==> config.mk <==
export PLATFORM = sky130hd
export DESIGN_NAME = pos_cell_reader
export DESIGN_NICKNAME = d
export VERILOG_FILES = /design/src/rtl/pos_cell_reader.sv
export SDC_FILE = /design/constraint.sdc
export NUM_CORES = 1
export LEC_CHECK = 0
export BUFFER_PORTS_ARGS = -buffer_cell sky130_fd_sc_hd__buf_2
export CAP_MARGIN = 10
export CORE_ASPECT_RATIO = 0.7
export CORE_MARGIN = 5
export CORE_UTILIZATION = 35
export CTS_CLUSTER_DIAMETER = 30
export CTS_CLUSTER_SIZE = 12
export DETAILED_ROUTE_END_ITERATION = 10
export HOLD_SLACK_MARGIN = 0.1
export SYNTH_ARGS = -nofsm -noshare
export SYNTH_HDL_FRONTEND = slang
export SYNTH_SLANG_ARGS = --single-unit
==> constraint.sdc <==
create_clock -name clk -period 13.6 [get_ports clk]
set_input_delay 0 -clock clk [delete_from_list [all_inputs] [get_ports clk]]
set_output_delay 0 -clock clk [all_outputs]
set_load 0.02 [all_outputs]
==> src/rtl/pos_cell_reader.sv <==
// Sweeps a cell position memory: reads the particle count at address 0, then
// streams addresses 1..N through a 4-entry credit-controlled output FIFO.
module pos_cell_reader #(
  parameter int unsigned DATA_WIDTH   = 96,
  parameter int unsigned ADDR_WIDTH   = 8,
  parameter int unsigned PARTICLE_NUM = 220
) (
  input  logic                  clk,
  input  logic                  rst,
  input  logic                  start,
  output logic                  busy,
  output logic                  done,
  output logic [ADDR_WIDTH-1:0] particle_count,
  output logic [ADDR_WIDTH-1:0] mem_address,
  output logic                  mem_rden,
  output logic                  mem_wren,
  output logic [DATA_WIDTH-1:0] mem_data,
  input  logic [DATA_WIDTH-1:0] mem_q,
  output logic                  out_valid,
  input  logic                  out_ready,
  output logic [DATA_WIDTH-1:0] out_pos,
  output logic [ADDR_WIDTH-1:0] out_index,
  output logic                  out_last
);

  localparam int unsigned DEPTH = 4;
  localparam int unsigned CW    = 3;
  localparam logic [ADDR_WIDTH-1:0] N_MAX = ADDR_WIDTH'(PARTICLE_NUM - 1);

  typedef enum logic [2:0] {IDLE, RD_CNT, WAIT_CNT, STREAM, DRAIN, FIN} state_t;

  state_t                state;
  logic                  wait_second;
  logic                  v1, v2;
  logic [ADDR_WIDTH-1:0] a1, a2;
  logic [CW-1:0]         count;
  logic [DATA_WIDTH-1:0] pos_q  [DEPTH];
  logic [ADDR_WIDTH-1:0] idx_q  [DEPTH];
  logic                  last_q [DEPTH];

  logic                  push, pop, room, last_rd;
  logic [CW-1:0]         cnt_nxt, wr_idx;
  logic [ADDR_WIDTH-1:0] n_new;

  assign mem_wren  = 1'b0;
  assign mem_data  = '0;
  assign out_pos   = pos_q[0];
  assign out_index = idx_q[0];
  assign out_last  = last_q[0];

  // FIFO bookkeeping and read credit: occupancy after this edge plus reads still in flight
  always_comb begin
    push    = v2;
    pop     = out_valid & out_ready;
    cnt_nxt = count + CW'(push) - CW'(pop);
    wr_idx  = count - CW'(pop);
    room    = (cnt_nxt + CW'(mem_rden) + CW'(v1)) < CW'(DEPTH);
    last_rd = mem_rden && (mem_address == particle_count);
    n_new   = (mem_q[ADDR_WIDTH-1:0] > N_MAX) ? N_MAX : mem_q[ADDR_WIDTH-1:0];
  end

  always_ff @(posedge clk) begin
    if (rst) begin
      state          <= IDLE;
      wait_second    <= 1'b0;
      busy           <= 1'b0;
      done           <= 1'b0;
      particle_count <= '0;
      mem_address    <= '0;
      mem_rden       <= 1'b0;
      v1             <= 1'b0;
      v2             <= 1'b0;
      a1             <= '0;
      a2             <= '0;
      count          <= '0;
      out_valid      <= 1'b0;
      for (int i = 0; i < 4; i++) begin
        pos_q[i]  <= '0;
        idx_q[i]  <= '0;
        last_q[i] <= 1'b0;
      end
    end else begin
      // Two-cycle read latency tracker; only sweep reads are tagged for the FIFO
      v1        <= mem_rden && (state == STREAM);
      a1        <= mem_address;
      v2        <= v1;
      a2        <= a1;
      count     <= cnt_nxt;
      out_valid <= (cnt_nxt != '0);
      done      <= 1'b0;

      // Shift-register FIFO: entry 0 is the head, so outputs come straight from flops
      if (pop) begin
        for (int i = 0; i < 3; i++) begin
          pos_q[i]  <= pos_q[i+1];
          idx_q[i]  <= idx_q[i+1];
          last_q[i] <= last_q[i+1];
        end
      end
      if (push) begin
        for (int i = 0; i < 4; i++) begin
          if (wr_idx == CW'(i)) begin
            pos_q[i]  <= mem_q;
            idx_q[i]  <= a2;
            last_q[i] <= (a2 == particle_count);
          end
        end
      end

      case (state)
        IDLE: begin
          if (start) begin
            state       <= RD_CNT;
            busy        <= 1'b1;
            mem_rden    <= 1'b1;
            mem_address <= '0;
          end
        end
        RD_CNT: begin
          mem_rden    <= 1'b0;
          wait_second <= 1'b0;
          state       <= WAIT_CNT;
        end
        WAIT_CNT: begin
          if (!wait_second) begin
            wait_second <= 1'b1;
          end else begin
            particle_count <= n_new;
            if (n_new == '0) begin
              state <= FIN;
              done  <= 1'b1;
            end else begin
              state       <= STREAM;
              mem_rden    <= 1'b1;
              mem_address <= ADDR_WIDTH'(1);
            end
          end
        end
        STREAM: begin
          if (last_rd) begin
            state    <= DRAIN;
            mem_rden <= 1'b0;
          end else if (room) begin
            mem_rden    <= 1'b1;
            mem_address <= mem_address + ADDR_WIDTH'(1);
          end else begin
            mem_rden <= 1'b0;
          end
        end
        DRAIN: begin
          if (pop && out_last && (count == CW'(1)) && !v1 && !v2) begin
            state <= FIN;
            done  <= 1'b1;
          end
        end
        FIN: begin
          state <= IDLE;
          busy  <= 1'b0;
        end
        default: state <= IDLE;
      endcase
    end
  end

endmodule

---- After elaboration in Yosys (flattened, before gate mapping) ----
Memories as Yosys holds them, arrays and structs flattened.
Index checks and enable logic that the tools add are counted.
storage, ports and cells
  bits of input ports ..................... 100
  memories ................................ 3
  word-level logic and storage cells ...... 152
  register bits after elaboration ......... 45
  bits in writable memories ............... 420
cells by class
  eq/ne operators ......................... 18
  muxes and demuxes ....................... 67
  $add $sub $neg .......................... 6
  bitwise logic cells ..................... 22
  order comparisons ....................... 2
  reductions and logical operators ........ 21
memories
  name    depth  bits a word  read ports  clocked after memory_dff  wr ports  RTL line  source
  pos_q   4      96           4           0                         4         37        logic [DATA_WIDTH-1:0] pos_q [DEPTH];
  idx_q   4      8            4           0                         4         38        logic [ADDR_WIDTH-1:0] idx_q [DEPTH];
  last_q  4      1            4           0                         4         39        logic last_q [DEPTH];
operator list
  kind                 number
  $mux 96              7
  $mux 8               13
  $mux 1               36
  $pmux 8 s3           1
  $or 1x1->1           21
  $eq 8x8->1           2
  $mux 3               5
  $pmux 3 s5           1
  $ne 2x2->1 const B   7
  $eq 3x2->1 const B   4
  $add 3x1->3          3
  $eq 3x1->1 const B   3
  $add 8x1->8 const B  1
  $gt 8x8->1 const B   1
  $logic_not 8->1      1
  $reduce_and 4->1     2
  $eq 3x3->1 const B   2
  $logic_and 1x1->1    6
  $logic_not 3->1      2
  $pmux 1 s2           3
  $reduce_and 6->1     1
  $reduce_bool 3->1    2
  $sub 3x1->3          2
  $pmux 1 s4           1
  6 further kinds      9

---- Depth between registers and ports, before layout ----
Gate-level depths: netlist (run 1).
  word-level depth ........................ 8
  depth in mapped cells ................... 14
  gate-level depth less buffers ........... 13

---- Worst setup path before layout (run 1) ----
OpenSTA, ideal clock, no wires.
  path type ............................... register to register
  from .................................... register out_valid
  to ...................................... memory idx_q[1][0], enable pin
  library setup time ...................... 0.714 ns
  buffers on the path ..................... 0
  slack ................................... 4.125 ns
  data arrival time ....................... 8.761 ns
  cell stages (with the launch flop) ...... 8
  period minus slack after synthesis ...... 9.475 ns
  cells stage by stage .................... dfxtp_1 nand2_1 inv_1 ha_1 ha_1 xnor2_2 nand3_1 o21ai_0
RTL lines
  element                 RTL line  source
  from (decl)             19        output logic out_valid,
  from (signal assigned)  89        out_valid <= (cnt_nxt != '0);
  to (decl)               38

==> impl_metrics.ini, run 1 <==
[synth]
synth_seq_cells = 465
syn_inst = 1926
netlist.area_leader.share_pct = 61.0
syn_area_per_cell_um2 = 10.7
synth_ff_type = edfxtp_1
synth_area_leaders = edfxtp_1, nand2_1, o21ai_0
yosysTopAreaCell = edfxtp_1
async_reset_ff_share_pct = 0
synthDistinctLibCells = 55
synth_edf_count = 420
netlist_area_um2 = 20700
ys_seq_area_share_pct = 65.4
yosysWarnings = 0

[global_routing]
grt_usage_pct = 16.3
grt_pass1_wl_um = 83700
first_global_vias = 15033
grt_start_max_net_pins = 116
gr-total-overflow = 0
antenna_found_initial = 3

[pwr]
p_leak_uw = 0.0105
p_total_uw = 4670
power_density_nw_per_um2 = 178
ir_drop_uv = 110

[drt]
vias = 15007
wl_per_cell_um = 17.2
drc = 0
via_per_inst = 4.80
ant_nets = 0
postRouteWirelength_um = 53900
dr.pass1.iters = 5
first_iter_violations = 1368

[timing]
min_period_ns = 4.23
fin_skew_ns = 0.0267
slew_headroom_pct = 15.8
tightest_slew_ns = 1.26
drv_slew = 0
max_freq_mhz = 237
hold_viol_final = 0
setup_violations = 0
fin_crit_sh_pct = 31.1
rsz0062_at_grt = false
fin_tns_setup_ns = 0

[clock_tree]
clock_sinks = 465
h-tree-depth = 3
clockBufferDepth = 3
cts_resized = 0
worstSkewPairLatency_ns = 0.62
cts_root_buf = clkbuf_16
clk_pin_slew_ns = 0.06
cts_buffers = 94
cts_tree = yes

[setup_path]
critPathKind = reg2reg
rrSetupSlack_ns = 9.37
r2r_start = out_valid$_SDFF_PP0_
start_kind = flip-flop
worstReg2RegEnd = pos_q[0][77]$_DFFE_PP_
critPathMaxFanout = 115
cp.arrival_ns = 4.53
endpoint_kind = flip-flop
crit_start = out_valid$_SDFF_PP0_
reg2reg_depth = 12
critical_path_required_ns = 13.90

[place]
place_hpwl_um = 30200
numPortBuffers = 224
dp.cells = 2843
place_congestion = 0.753

[die]
initial_utilization_pct = 35.4
fp.coreArea_um2 = 58400
num_rows = 74
io_pins = 322
die_x_um = 300
fp.dieH_um = 213
dieArea_um2 = 64100

[worst_hold_path]
hp-class = in2reg
hold_end = pos_q[3][18]$_SDFFCE_PN0P_
hp-start = mem_q[18]
holdPathStages = 3

[cells_and_area]
fin_cells = 3129
final_nets = 2358
syn2layout_area_growth_pct = 27.4
drive_gt1_share_pct = 18.1

[run_status]
status = finished, final reports clean

[job]
drv_cap = 0
==> layout by cell type, fill, tap and decap left out, types with 4 or more instances in the layout <==
master,count
a21oi_1,116
a31oi_1,4
and2_1,107
and3_1,4
buf_2,224
buf_4,19
bufinv_16,10
clkbuf_1,4
clkbuf_16,95
clkinv_1,14
clkinv_2,9
clkinv_4,11
clkinvlp_4,19
conb_1,97
dfxtp_1,45
dlygate4sd3_1,110
edfxtp_1,420
ha_1,6
inv_1,8
inv_6,8
nand2_1,641
nand3_1,8
nor2_1,28
nor2b_1,20
nor3_1,5
o21ai_0,198
o21ai_1,21
o31ai_1,6
xor2_1,17
==> worst max-delay path, cell delays in order (launching register included) <==
cell and delay [ns]:
dfxtp_1 0.31, nand2_1 0.17, inv_1 0.12, ha_1 0.19, ha_1 0.21, xnor2_2 0.17
nor3b_4 0.17, nand2_1 0.19, nand2_1 0.16, o21bai_4 0.13, buf_4 0.73, buf_4 0.94
o21ai_0 0.25
==> registers in the layout, summed over array words and instances (netlist names) <==
register / cells
a2: 8
idx_q: 32
mem_address: 8
wait_second: 1
last_q: 4
v1: 1
a1: 8
busy: 1
out_valid: 1
state: 3
count: 3
done: 1
mem_rden: 1
pos_q: 384
particle_count: 8
push: 1
==> per-layer routing <==
metal  share of wire [%]  wire length [um]  global-route usage (%)  up-vias
met5               0.039                21                       0        -
met4                 1.9              1030                    5.16        4
met3                 6.3              3420                    3.89       79
met1                  45             24200                    22.6     7372
li1                    -                 -                       -     7075
met2                  47             25300                    25.6      477
==> kinds of logic (layout without fill, tap and decap cells) <==
| family | count (synthesis) | count (layout) | share of synthesized area [%] |
|---|---|---|---|
| flops | 465 | 465 | 65.4 |
| buf+inv | 228 | 536 | 6.51 |
| other cells | 1 | 98 | 0.0181 |
| mux | 3 | 3 | 0.151 |
| compound gates | 359 | 359 | 9.10 |
| fa+ha+maj | 7 | 7 | 0.460 |
| xor+xnor | 20 | 20 | 0.884 |
| simple gates | 843 | 843 | 17.5 |
==> final cells by class <==
| class | instances | area, um^2 |
|---|---|---|
| Inverter | 8 | 30.0 |
| Clock inverter | 76 | 790 |
| Tap cell | 798 | 998 |
| Timing Repair Buffer | 353 | 2360 |
| Multi-Input combinational cell | 1329 | 6240 |
| Antenna cell | 1 | 2.50 |
| Fill cell | 5360 | 32100 |
| Clock buffer | 99 | 2390 |
| Sequential cell | 465 | 13500 |
==> where the power goes <==
| part | internal, uW | switching [uW] |
|---|---|---|
| Combinational | 152 | 400 |
| Clock | 1480 | 797 |
| Sequential | 1780 | 60.0 |
| Total | 3420 | 1260 |
==> Yosys cell counts (all sizes together), types with 4 or more instances <==
library cell and n:
nor3 7, o21bai 4, a21oi 117, o21ai 220
nor2 30, and2 108, ha 6, edfxtp 420
nand3 8, clkbuf 79, nor2b 20, nand2 644
a31oi 4, xor2 17, inv 8, dfxtp 45
and3 4, o31ai 7, buf 141
==> worst max-delay path by stage <==
stage                     cells after the start  slack, ns                   endpoint
after floorplan                               7       4.13  idx_q[1][0]$_SDFFCE_PP0P_
after global placement                       12       9.53     pos_q[0][50]$_DFFE_PP_
after detailed placement                     12       9.38     pos_q[0][49]$_DFFE_PP_
after CTS                                    12       9.42     pos_q[2][46]$_DFFE_PP_
after global routing                         12       9.09     pos_q[0][55]$_DFFE_PP_
final                                        12       9.37     pos_q[0][77]$_DFFE_PP_
==> through the flow <==
stage	worst slack, ns	cell area, um^2	hold WS, ns	util, %
after floorplan	4.13	21000	0.147	-
final	9.37	26300	0.249	45.1
after CTS	9.42	26300	0.201	45.1
after global routing	9.09	26300	0.231	45.1
after detailed placement	9.38	22000	0.333	37.7
after global placement	9.53	22000	0.322	37.7
==> what timing repair did <==
item | in CTS | in global routing
hold buffers | 110 | 0
setup buffers | 0 | 0
hold endpoints to repair | 417 | 0
(Power assumes the default switching activity.)
==> inputs of run 2 (changes only) <==
ABC_AREA = 1   (was default)
clock period = 3.8 ns   (was 13.6 ns; I/O delays follow)
==> run 2 against run 1 <==
Worst hold slack got worse by 0.061 ns. Design area grew 0.38%. Register-to-register slack worse by 8.6 ns. Clock skew increased by 0.0020 ns. Critical path type unchanged. Largest cell class unchanged.
==> impl_metrics.ini, run 2 <==
[setup_path]
cp.arrival_ns = 3.40
r2r_start = out_valid$_SDFF_PP0_
critical_path_required_ns = 4.15
endpoint_kind = flip-flop
worstReg2RegEnd = pos_q[2][78]$_DFFE_PP_
reg2reg_depth = 12
critPathKind = reg2reg
start_kind = flip-flop
critPathMaxFanout = 33
rrSetupSlack_ns = 0.76

[drt]
dr.pass1.iters = 5
ant_nets = 0
vias = 15016
topRoutingLayerUsed = met4
wl_met1_um = 23300
route.met2.wl_um = 24400
first_iter_violations = 1142
dr_wl_met3_um = 3160
postRouteWirelength_um = 52300
drc = 0
wl_per_cell_um = 16.3
via_per_inst = 4.67

[worst_hold_path]
hold_end = state[2]$_SDFFE_PP0P_
hp-start = out_ready
hp-class = in2reg
holdPathStages = 7

[clock_tree]
cts_root_buf = clkbuf_16
h-tree-depth = 3
clockBufferDepth = 3
cts_resized = 0
clk_pin_slew_ns = 0.05
clock_sinks = 465
cts_hold_buf = 104
cts_buffers = 91
cts_tree = yes
post-cts-setup-buffers = 0
worstSkewPairLatency_ns = 0.62

[die]
die_x_um = 301
num_rows = 74
dieArea_um2 = 64300
fp.coreArea_um2 = 58500
fp.dieH_um = 214
io_pins = 322
initial_utilization_pct = 35.4

[place]
place_hpwl_um = 31200
place_congestion = 0.866
dp_slack_ns = 0.755
numPortBuffers = 224
placed_area_um2 = 22300

[cells_and_area]
drive_gt1_share_pct = 17.5
final_nets = 2442
largest_reg_flops = 384
multi_input_area_um2 = 5380
fillers = 5561
reg_top3 = pos_q: 384 flops, idx_q: 32 flops
regMostFlops = pos_q
layout_common_cells = edfxtp_1, nand2_1, inv_1
final_util_pct = 45.2
antenna_cells_inserted = 0
seqCellArea_um2 = 13500
syn2layout_area_growth_pct = 27.5
finalInstanceArea_um2 = 26400
layout_commonest_cell = edfxtp_1

[synth]
yosysTopAreaCell = edfxtp_1
async_reset_ff_share_pct = 0
synth_area_leaders = edfxtp_1, nand3_1, nand2_1
syn_area_per_cell_um2 = 10.3
synth_xor_area_share_pct = 0.296
synth_seq_cells = 465
synth_edf_count = 420
synthTopCellsByCount = edfxtp_1, nand2_1, inv_1
netlist.area_leader.share_pct = 60.9
synth_ff_type = edfxtp_1
synth_top_family_by_area = simple AND/OR/NAND/NOR gates
yosysWarnings = 0
synth_mux_area_share_pct = 0
netlist_area_um2 = 20700
synth.most_common_cell = edfxtp_1
synth-adder-area-share_pct = 0.459
synth_compound_area_share_pct = 8.90
synthDistinctLibCells = 35
syn_inst = 2008
yosys.area_share.simple_pct = 14.2
ys_seq_area_share_pct = 65.2

[global_routing]
antenna_found_initial = 0
first_global_vias = 14713
gr-total-overflow = 0
grt_usage_pct = 15.8
grt_start_max_net_pins = 211
grt_pass1_wl_um = 81300

[timing]
slew_headroom_pct = 36.4
fin_hold_ws_ns = 0.188
hold_viol_final = 0
rsz0062_at_grt = false
tightest_slew_ns = 0.953
setup_ws_ns = 0.757
max_freq_mhz = 329
min_period_ns = 3.04
fin_crit_sh_pct = 80.1
drv_slew = 0
setup_violations = 0
fin_skew_ns = 0.0288

[pwr]
ir_drop_uv = 302
power_density_nw_per_um2 = 639
p_leak_uw = 0.0116

[job]
drv_cap = 0

[run_status]
status = finished, final reports clean
## run 2: changes by cell type in the layout (fill, tap and decap cells not counted), sizes merged, moves of 8 or more
cell      change
nand3       +224
xor2         -10
inv         +251
nor2b        -20
nand2       -356
and2        -108
a21oi        -95
nor2        +134
o21ai       +109
clkinvlp      -8
## run 2: worst max-delay path by stage
stage / end / startpoint / cells after the start / slack (ns)
2_1_floorplan: idx_q[0][0]$_DFFE_PP_ / out_valid$_SDFF_PP0_ / 10 / -0.25
4_1_cts: pos_q[2][88]$_DFFE_PP_ / out_valid$_SDFF_PP0_ / 12 / 0.74
6_report: pos_q[2][78]$_DFFE_PP_ / out_valid$_SDFF_PP0_ / 12 / 0.76
3_3_place_gp: last_q[1]$_SDFFCE_PP0P_ / out_valid$_SDFF_PP0_ / 12 / 0.68
3_5_place_dp: last_q[1]$_SDFFCE_PP0P_ / out_valid$_SDFF_PP0_ / 12 / 0.75
5_1_grt: last_q[1]$_SDFFCE_PP0P_ / out_valid$_SDFF_PP0_ / 12 / 0.40
## run 2: worst max-delay path, stage by stage (launching register included)
cell,delay [ns]
dfxtp_1,0.30
nand2_1,0.09
inv_1,0.07
ha_1,0.18
ha_1,0.28
inv_1,0.16
nor2_1,0.10
and3_1,0.26
nor2_1,0.42
nand2_8,0.09
nand2_4,0.39
buf_4,0.35
o21ai_1,0.10
## run 2: final cells by class
class	count	area share (%)
flip-flops and latches	465	51.1
multi-input cells	1166	20.4
repair buffers	353	9.41
clock buffers	103	9.03
well taps	798	3.78
inverters	258	3.68
clock inverters	69	2.60
## run 2: cell families after synthesis
group | Yosys count
adders and majority gates | 7
buffers and inverters | 473
other | 1
AOI/OAI and AO/OA | 361
xor gates and xnor gates | 7
DFF | 465
and+or+nand+nor | 694
## run 2: metal layers
layer | vias to the layer above | track usage, %
met2 | 436 | 25.8
li1 | 7283 | -
met5 | - | 0
met1 | 7202 | 21.2
met4 | 0 | 5.72
met3 | 95 | 3.41
## run 2: power by group
group	total, uW	internal (uW)	leakage [uW]	switching [uW]
clock	7870	5060	0.00148	2810
combinational	2400	721	0.00534	1680
sequential	6610	6360	0.00476	250
## run 2: through the flow
step	cells	total power (uW)	TNS (ns)
3_5_place_dp	2936	9030	0
5_1_grt	3212	17600	0
2_1_floorplan	2104	8310	-25.98
6_report	3212	16900	0
4_1_cts	3212	17100	0
3_3_place_gp	2936	8970	0
==> inputs of run 3 (changes only) <==
clock period = 3.1 ns   (was 3.8 ns; I/O delays follow)
==> run 3 against run 2 <==
Routed wire length shrank 0.90%. Sequential share of layout area shrank 0.91 points. Die area is the same. Largest power group unchanged. Power grew 29%. Core utilization grew 0.81 points.
==> impl_metrics.ini, run 3 (same netlist as run 2, synthesis figures left out) <==
[setup_path]
cp_common_cell = nand2_1
critPathSlowestCell = dlygate4sd3_1
critical_path_required_ns = 3.66
path_cells = inv_1 -> nor2_1 -> nand2_1 -> nor2_1 -> nand2_1 -> inv_1 -> nand2_1 -> dlygate4sd3_1 -> a21oi_1 -> dlygate4sd3_1
cp.arrival_ns = 3.42
start_kind = flip-flop
critPathMaxFanout = 8
critPathMaxStageDelay_ns = 0.59
critPathKind = reg2reg
endpoint_kind = flip-flop

[job]
drv_cap = 0

[die]
die_x_um = 301
num_rows = 74
io_pins = 322
fp.dieH_um = 214
dieArea_um2 = 64300
initial_utilization_pct = 35.4
fp.coreArea_um2 = 58500

[timing]
fin_crit_sh_pct = 92.1
max_freq_mhz = 350
rsz0062_at_grt = false
fin_hold_ws_ns = 0.262
drv_slew = 0
min_period_ns = 2.86
slew_headroom_pct = 39.2
setup_violations = 0
fin_skew_ns = 0.0183
tightest_slew_ns = 0.912
hold_viol_final = 0

[drt]
wl_per_cell_um = 16.1
ant_nets = 0
drc = 0
postRouteWirelength_um = 51800
dr.pass1.iters = 5
via_per_inst = 4.66
vias = 15016
first_iter_violations = 1046

[global_routing]
grt_util_met2_pct = 26.2
grt_pass1_wl_um = 80800
gr-total-overflow = 0
grt_usage_pct = 15.7
grt_util_met1_pct = 20.3
grt_util_met3_pct = 3.58
busiest_layer = met2
first_global_vias = 14930
antenna_found_initial = 0
grt_start_max_net_pins = 137

[worst_hold_path]
hp-class = in2reg

[pwr]
p_leak_uw = 0.0118
ir_drop_uv = 408
power_density_nw_per_um2 = 809

[cells_and_area]
fin_cells = 3225
largest_reg_flops = 384
syn2layout_area_growth_pct = 29.8
reg_top3 = pos_q: 384 flops, idx_q: 32 flops
layout_commonest_cell = edfxtp_1
fillers = 5490
drive_gt1_share_pct = 17.8
finalInstanceArea_um2 = 26900
antenna_cells_inserted = 0
layout_common_cells = edfxtp_1, nand2_1, inv_1
final_nets = 2454
final_util_pct = 46.0
regMostFlops = pos_q

[clock_tree]
cts_tree = yes
cts_buffers = 96
h-tree-depth = 3
worstSkewPairLatency_ns = 0.63
post-cts-setup-buffers = 0
clock_sinks = 465
clk_pin_slew_ns = 0.05
cts_root_buf = clkbuf_16
clockBufferDepth = 3

[place]
dp.cells = 2939
place_hpwl_um = 31400
place_congestion = 0.858
numPortBuffers = 224
placed_area_um2 = 22400

[run_status]
status = finished, final reports clean
run 3: critical path, delay by kind of cell (launching register included):
family                 cells  cell delay [ns]
flip-flops                 1             0.40
buffers and inverters      4             1.41
AND/OR/NAND/NOR            5             0.87
AO/OA/AOI/OAI              1             0.14
run 3: what timing repair did:
item                                    4_1_cts  5_1_grt
hold endpoints to repair                    429        0
gates cloned                                  0        0
pin swaps                                     0        0
hold buffers                                108        0
resized for setup                             1        1
endpoints found under the setup margin        8        1
run 3: path summary, 6_finish.rpt:
check | start | end | slack (ns) | cells past startpoint
max | state[1]$_SDFFE_PP0P_ | particle_count[2]$_SDFFE_PP0P_ | 0.24 | 10
min | mem_q[43] | pos_q[3][43]$_SDFFCE_PN0P_ | 0.26 | 4
max reg2reg | state[1]$_SDFFE_PP0P_ | particle_count[2]$_SDFFE_PP0P_ | 0.24 | 10
min reg2reg | a1[3]$_SDFF_PP0_ | a2[3]$_SDFF_PP0_ | 0.40 | 2
run 3: per-stage QoR:
stage / setup WS, ns / power [uW] / TNS [ns]
after floorplan: -0.00788 / 10200 / -0.828
after global placement: 0.0423 / 11000 / 0
after detailed placement: -0.00595 / 11100 / -0.0109
after CTS: 0.194 / 22000 / 0
after global routing: 0.0227 / 22700 / 0
final: 0.244 / 21800 / 0
run 3: cell type report:
class | count | area [um^2] | share of cell area, %
inverter | 258 | 973 | 3.62
timing repair buffer | 360 | 2600 | 9.66
clock buffer | 111 | 2560 | 9.53
multi-input combinational | 1166 | 5410 | 20.1
tap | 798 | 998 | 3.71
clock inverter | 67 | 846 | 3.14
sequential | 465 | 13500 | 50.2
run 3: layer usage:
layer  wire, um  up-vias
met5          0        -
met3       2620       88
li1           -     7308
met2      24800      353
met1      23100     7267
met4       1270        0
run 3: power by group:
group          switching (uW)  leakage (uW)  internal (uW)  total (uW)
logic                    2040       0.00539            894        2930
clock network            3380       0.00165           7330       10700
registers                 315       0.00476           7800        8120
